`src/rtl/spi_slave_rx.sv`:
```
// Receive front end of the SPI slave: decodes the command bit, assembles a
// {cmd, payload} frame MSB-first and tracks the read address/data handshake.
module spi_slave_rx #(
  parameter int FRAME_W = 10
) (
  input  logic               clk,
  input  logic               rst,
  input  logic               SS_n,
  input  logic               MOSI,
  output logic [FRAME_W-1:0] rx_data,
  output logic               rx_valid,
  output logic               addr_pending,
  output logic               rd_phase,
  output logic               busy,
  output logic               frame_err
);

  localparam int CNT_W = $clog2(FRAME_W + 1);

  typedef enum logic [2:0] {
    IDLE      = 3'd0,
    CHK_CMD   = 3'd1,
    WRITE     = 3'd2,
    READ_ADD  = 3'd3,
    READ_DATA = 3'd4
  } state_t;

  state_t             state_q, state_d;
  logic [CNT_W-1:0]   cnt_q, cnt_d;
  logic [FRAME_W-2:0] shift_q, shift_d;
  logic [FRAME_W-1:0] rx_data_q, rx_data_d;
  logic               rx_valid_q, rx_valid_d;
  logic               addr_pending_q, addr_pending_d;
  logic               rd_phase_q, rd_phase_d;
  logic               busy_q, busy_d;
  logic               frame_err_q, frame_err_d;
  logic               data_state_s;

  always_comb begin
    state_d        = state_q;
    cnt_d          = cnt_q;
    shift_d        = shift_q;
    rx_data_d      = rx_data_q;
    rx_valid_d     = 1'b0;
    addr_pending_d = addr_pending_q;
    frame_err_d    = 1'b0;
    data_state_s   = (state_q == WRITE) || (state_q == READ_ADD) || (state_q == READ_DATA);

    // Deselect wins over everything; an unfinished frame is dropped and flagged.
    if (SS_n) begin
      state_d = IDLE;
      cnt_d   = '0;
      if ((state_q == CHK_CMD) || (data_state_s && (cnt_q < CNT_W'(FRAME_W)))) begin
        frame_err_d = 1'b1;
      end else begin
        frame_err_d = 1'b0;
      end
    end else begin
      case (state_q)
        IDLE: begin
          state_d = CHK_CMD;
          cnt_d   = '0;
        end
        CHK_CMD: begin
          cnt_d   = '0;
          shift_d = '0;
          if (!MOSI) begin
            state_d = WRITE;
          end else if (addr_pending_q) begin
            state_d = READ_DATA;
          end else begin
            state_d = READ_ADD;
          end
        end
        WRITE, READ_ADD, READ_DATA: begin
          // Counter saturates at FRAME_W, so bits after the frame are ignored.
          if (cnt_q < CNT_W'(FRAME_W)) begin
            shift_d = {shift_q[FRAME_W-3:0], MOSI};
            cnt_d   = cnt_q + CNT_W'(1);
            if (cnt_q == CNT_W'(FRAME_W - 1)) begin
              rx_data_d  = {shift_q, MOSI};
              rx_valid_d = 1'b1;
              if (state_q == READ_ADD) begin
                addr_pending_d = 1'b1;
              end else if (state_q == READ_DATA) begin
                addr_pending_d = 1'b0;
              end else begin
                addr_pending_d = addr_pending_q;
              end
            end else begin
              rx_valid_d = 1'b0;
            end
          end else begin
            cnt_d = cnt_q;
          end
        end
        default: begin
          state_d = IDLE;
          cnt_d   = '0;
        end
      endcase
    end

    busy_d     = (state_d != IDLE);
    rd_phase_d = (state_d == READ_DATA);
  end

  always_ff @(posedge clk or posedge rst) begin
    if (rst) begin
      state_q        <= IDLE;
      cnt_q          <= '0;
      shift_q        <= '0;
      rx_data_q      <= '0;
      rx_valid_q     <= 1'b0;
      addr_pending_q <= 1'b0;
      rd_phase_q     <= 1'b0;
      busy_q         <= 1'b0;
      frame_err_q    <= 1'b0;
    end else begin
      state_q        <= state_d;
      cnt_q          <= cnt_d;
      shift_q        <= shift_d;
      rx_data_q      <= rx_data_d;
      rx_valid_q     <= rx_valid_d;
      addr_pending_q <= addr_pending_d;
      rd_phase_q     <= rd_phase_d;
      busy_q         <= busy_d;
      frame_err_q    <= frame_err_d;
    end
  end

  assign rx_data      = rx_data_q;
  assign rx_valid     = rx_valid_q;
  assign addr_pending = addr_pending_q;
  assign rd_phase     = rd_phase_q;
  assign busy         = busy_q;
  assign frame_err    = frame_err_q;

endmodule

```
`config.mk`:
```
export PLATFORM = sky130hd
export DESIGN_NAME = spi_slave_rx
export DESIGN_NICKNAME = d
export VERILOG_FILES = /design/src/rtl/spi_slave_rx.sv
export SDC_FILE = /design/constraint.sdc
export NUM_CORES = 1
export LEC_CHECK = 0
export BUFFER_PORTS_ARGS = -buffer_cell sky130_fd_sc_hd__buf_4
export CORE_MARGIN = 5
export CORE_UTILIZATION = 55
export CTS_BUF_LIST = sky130_fd_sc_hd__clkbuf_4 sky130_fd_sc_hd__clkbuf_8 sky130_fd_sc_hd__clkbuf_16
export DETAILED_ROUTE_END_ITERATION = 7
export PLACE_DENSITY_LB_ADDON = 0.05
export REMOVE_ABC_BUFFERS = 1
export SYNTH_ARGS = -nofsm -noshare
export SYNTH_HDL_FRONTEND = slang
export SYNTH_SLANG_ARGS = --single-unit
```
`constraint.sdc`:
```
create_clock -name clk -period 1.7 [get_ports clk]
set_input_delay 0.085 -clock clk [delete_from_list [all_inputs] [get_ports clk]]
set_output_delay 0.085 -clock clk [all_outputs]
set_load 0.05 [all_outputs]
```
# After elaboration in Yosys (flattened, before gate mapping)

Cells that the tools add are included.

Register bits: 31
Bits in latches: 0
Bits in writable memories: 0
Memory bits (read-only): 0
Bits of input ports: 4
Output and inout bits: 15
Word-level logic and storage cells: 49
Memories: 0

Add/sub/neg operators: 1
Multipliers: 0
Divide/modulo/power cells: 0
Order comparisons: 1
Equality and inequality tests: 8
Shift-type cells: 0
Muxes and demuxes: 17
Bitwise logic cells: 1
Reduce and logical (&&, ||, !) cells: 12

Operator list:

| cell                | count |
|---|---|
| $pmux 9 s2          | 1 |
| $mux 4              | 3 |
| $mux 3              | 3 |
| $mux 9              | 1 |
| $pmux 3 s3          | 1 |
| $mux 1              | 8 |
| $eq 3x2->1 const B  | 2 |
| $eq 3x3->1 const B  | 2 |
| $reduce_and 5->1    | 1 |
| $add 4x1->4 const B | 1 |
| $eq 4x4->1 const B  | 1 |
| $lt 4x4->1 const B  | 1 |
| $reduce_and 4->1    | 1 |
| $reduce_bool 2->1   | 2 |
| $eq 3x1->1 const B  | 1 |
| $logic_not 3->1     | 1 |
| $logic_or 1x1->1    | 3 |
| $ne 3x3->1 const B  | 1 |
| $reduce_and 3->1    | 1 |
| $reduce_bool 3->1   | 1 |
| $reduce_or 3->1     | 1 |
| $ne 2x2->1 const B  | 1 |
| $logic_and 1x1->1   | 1 |
| $not 1->1           | 1 |

# Depth between registers and ports, before layout

Word-level depth: 7
Gate-level depth with buffers: 5
Mapped depth without buffers: 4

# Worst setup path before layout

Ideal clock, no wire load.

Kind: reg-to-reg
Start: register cnt_q[1]
End: register rx_data_q[0] (netlist: rx_data[0])
Library setup time: 0.125 ns
Data arrival time: 1.350 ns
Data required time: 1.575 ns
Slack: 0.224 ns
Cell stages (with the launch flop): 5
Path buffers: 1
Period minus slack after synthesis: 1.476 ns
Cell sequence: dfrtp_1 -> nor4b_4 -> o211ai_2 -> buf_6 -> mux2_4

Cells in the longest elaborated chain, start to end: 2
Elaborated cells between the ends (all ways): 3
Classes of those cells: order compare: 1; eq/ne: 1; reduce/logical: 1

RTL lines:

| item                                            | RTL line | text |
|---|---|---|
| start: declaration                              | 29       | `logic [CNT_W-1:0] cnt_q, cnt_d;` |
| start signal: assignment                        | 121      | `cnt_q <= cnt_d;` |
| $lt 4x4->1 / $eq 4x4->1 (equally long branches) | 77, 80   |  |
| $reduce_and 4->1 (no source line) *             | -        |  |
| end signal: assignment                          | 123      | `rx_data_q <= rx_data_d;` |
| end: declaration                                | 31       | `logic [FRAME_W-1:0] rx_data_q, rx_data_d;` |

Every way passes the cells marked *; elsewhere a longest branch is shown, timed or not.
A chain may end at the register's enable or synchronous reset.

# Worst setup path after layout

Start: register cnt_q[1]
End: register rx_data_q[1] (netlist: rx_data[1])

The elaborated chain is that of the path after synthesis.

==> flow_metrics.env <==
export IMPL_status="completed"
export IMPL_fin_setup_tns_ns=0
export IMPL_synth_top_cell_area_share_pct=55.0
export IMPL_critPathArrivalTime_ns=1.79
export IMPL_antenna_found_initial=0
export IMPL_post_route_drc_count=0
export IMPL_rr_worst_depth=4
export IMPL_fmax_ghz=0.636
export IMPL_core_area_mm2=0.00245
export IMPL_regToRegEndpoint="rx_data[1]$_DFFE_PP0P_"
export IMPL_grt_max_degree=22
export IMPL_critPathSlowestCell="dfrtp_1"
export IMPL_cellLeakagePower_nw=0.903
export IMPL_ys_flop_type="dfrtp_1"
export IMPL_firstDrtPassIters=4
export IMPL_synth_cells=118
export IMPL_cp_max_fo=11
export IMPL_period_needed_ns=1.57
export IMPL_p_seq_share_pct=55.7
export IMPL_finalMaxSlewViolations=0
export IMPL_p_comb_share_pct=9.2
export IMPL_grt_usage_pct=15.9
export IMPL_startpoint_type="flip-flop"
export IMPL_tightest_slew_ns=0.524
export IMPL_cts_tree="yes"
export IMPL_nFillCells=178
export IMPL_fin_nets=152
export IMPL_synth_common_cells="dfrtp_1 (31), inv_1 (15), nand2_1 (12)"
export IMPL_synth_area_mm2=0.00141
export IMPL_setup_violations=0
export IMPL_p_sw_share_pct=25.8
export IMPL_power_internal_mw=1.06
export IMPL_postCtsHoldBufs=2
export IMPL_crit_cells=4
export IMPL_cts_made_buffers=5
export IMPL_postCtsSetupBuffers=0
export IMPL_drive_gt1_share_pct=31.3
export IMPL_ys_types=28
export IMPL_worstSetupEndpointType="flip-flop"
export IMPL_place_inst=167
export IMPL_portBuffers=18
export IMPL_synth_async_reset_ratio_pct=100
export IMPL_syn2layout_area_growth_pct=20.2
export IMPL_critPathKind="reg -> reg"
export IMPL_hold_viol_final=0
export IMPL_diodes=0
export IMPL_slowest_delay_ns=0.47
export IMPL_cts_resized=0
export IMPL_insertion_delay_ns=0.33
export IMPL_io_pins=19
export IMPL_synth_edff_count=0
export IMPL_synth_area_leaders="dfrtp_1 (55%), mux2_4 (9.6%), mux2i_1 (6.4%)"
export IMPL_path_cells="nor4b_4 -> o211ai_2 -> buf_12 -> mux2_4"
export IMPL_first_global_vias=930
export IMPL_gp_congestion=0.788
export IMPL_die_area_mm2=0.00368
export IMPL_rsz0062_at_grt="false"
export IMPL_fin_skew_ns=0.0140
export IMPL_r2r_slack_ns=0.13
export IMPL_final_util_pct=69.1
export IMPL_path_clk_slew_ns=0.10
export IMPL_hold_class="in -> reg"
export IMPL_clockBufferDepth=2
export IMPL_wire_per_inst_um=14.1
export IMPL_p_sw_mw=0.369
export IMPL_drtIter0Drc=18
export IMPL_max_cap_violations=0
export IMPL_rows=18
export IMPL_ys_seq_elements=31
export IMPL_yosysWarnings=0
export IMPL_total_power_mw=1.43
export IMPL_power_density_mw_per_mm2=843
export IMPL_vias_per_cell=5.25
export IMPL_yosysSeqAreaShare_pct=55.0
export IMPL_ir_worst_vdd_mv=0.728
export IMPL_clock_sinks=31
export IMPL_synth_area_per_cell_um2=12.0
export IMPL_die_w_um=60.7
export IMPL_grt_pass1_wl_mm=4.19
export IMPL_path_buf_inv=1
export IMPL_synth_largest_area_cell="dfrtp_1"
export IMPL_pwr_share_clk_pct=35.1
export IMPL_finalCritPeriodShare_pct=92.5
export IMPL_dpl_hpwl_mm=1.77
export IMPL_reg2reg_from="cnt_q[1]$_DFFE_PP0P_"
export IMPL_wl_mm=2.49
export IMPL_htreeDepth=2
export IMPL_holdWs_ns=0.0251
export IMPL_stdcell_count=177
export IMPL_yosysMostFrequentCell="dfrtp_1"
export IMPL_vias=930
export IMPL_grt_overflow_total=0
export IMPL_critical_path_startpoint="cnt_q[1]$_DFFE_PP0P_"
export IMPL_drtAntennaViolNets=0
export IMPL_cpLargestDelayFamily="flip-flops"
export IMPL_die_height_um=60.7
export IMPL_endpoint="rx_data[1]$_DFFE_PP0P_"
export IMPL_root_buffer="clkbuf_4"
export IMPL_timing_slew_headroom_pct=64.7
export IMPL_worstPathRequired_ns=1.91
export IMPL_initial_core_util_pct=57.5
==> layout make-up <==
class / instances / area (um2) / share of cell area, %
inverter: 15 / 56.3 / 3.32
tap: 30 / 37.5 / 2.21
clock buffer: 7 / 65.1 / 3.83
multi-input combinational: 67 / 542 / 31.9
sequential: 31 / 776 / 45.7
timing repair buffer: 26 / 213 / 12.5
clock inverter: 1 / 7.51 / 0.442
==> worst min-delay path by stage <==
stage | from | slack, ns | endpoint | cells after the start
6_report | MOSI | 0.03 | shift_q[0]$_DFFE_PP0P_ | 3
5_1_grt | MOSI | 0.005 | shift_q[0]$_DFFE_PP0P_ | 3
4_1_cts | MOSI | 0.03 | shift_q[0]$_DFFE_PP0P_ | 3
3_5_place_dp | rst | 0.11 | busy$_DFF_PP0_ | 2
3_3_place_gp | rst | 0.1 | state_q[0]$_DFF_PP0_ | 2
2_1_floorplan | SS_n | 0.15 | busy$_DFF_PP0_ | 1
==> layout by cell type (no fill, tap or decap), types with 2 or more instances in the layout <==
cell / netlist / layout
mux2_4: 9 / 9
buf_4: 0 / 23
clkbuf_4: 0 / 5
mux2i_1: 9 / 9
ha_1: 2 / 2
inv_1: 15 / 15
a21oi_1: 6 / 6
nor3_1: 4 / 4
nor2_1: 5 / 5
nor2b_1: 2 / 2
dlygate4sd3_1: 0 / 2
dfrtp_1: 31 / 31
o21ai_0: 3 / 3
clkbuf_8: 0 / 2
nand2_1: 12 / 12
==> per-stage QoR <==
| stage | setup WS, ns | area [um2] |
|---|---|---|
| 2_1_floorplan | 0.0213 | 1370 |
| 3_3_place_gp | 0.183 | 1600 |
| 3_5_place_dp | 0.150 | 1600 |
| 4_1_cts | 0.132 | 1700 |
| 5_1_grt | 0.0597 | 1700 |
| 6_report | 0.127 | 1700 |
==> routing by layer <==
layer	wire (um)	global-route usage, %	vias up
li1	-	-	453
met1	1020	17.8	447
met2	1260	26.4	24
met3	163	7.23	6
met4	45	6.50	0
met5	0	0	-
==> power groups by stage <==
stage,sequential [mW],combinational [mW],clock (mW)
5_1_grt,0.803,0.148,0.551
6_report,0.797,0.132,0.502
2_1_floorplan,0.819,0.0762,0
4_1_cts,0.798,0.134,0.511
3_5_place_dp,0.813,0.131,0
3_3_place_gp,0.810,0.127,0
==> tightest hold or removal path: stages <==
cell     delay, ns
buf_4         0.13
inv_1         0.04
mux2i_1       0.06
==> logic make-up after synthesis <==
kind of cell	synth area share [%]
DFF	55.0
and+or+nand+nor	11.3
buffers and inverters	6.65
muxes	16.8
AOI/OAI and AO/OA	7.98
adders and majority gates	1.77
xor gates and xnor gates	0.621
==> registers in the layout (all words and copies together) (netlist names) <==
signal        count
addr_pending      1
busy              1
cnt_q             4
frame_err         1
rd_phase          1
rx_data          10
rx_valid          1
shift_q           9
state_q           3
No activity file was read; power rests on OpenSTA's default activity.
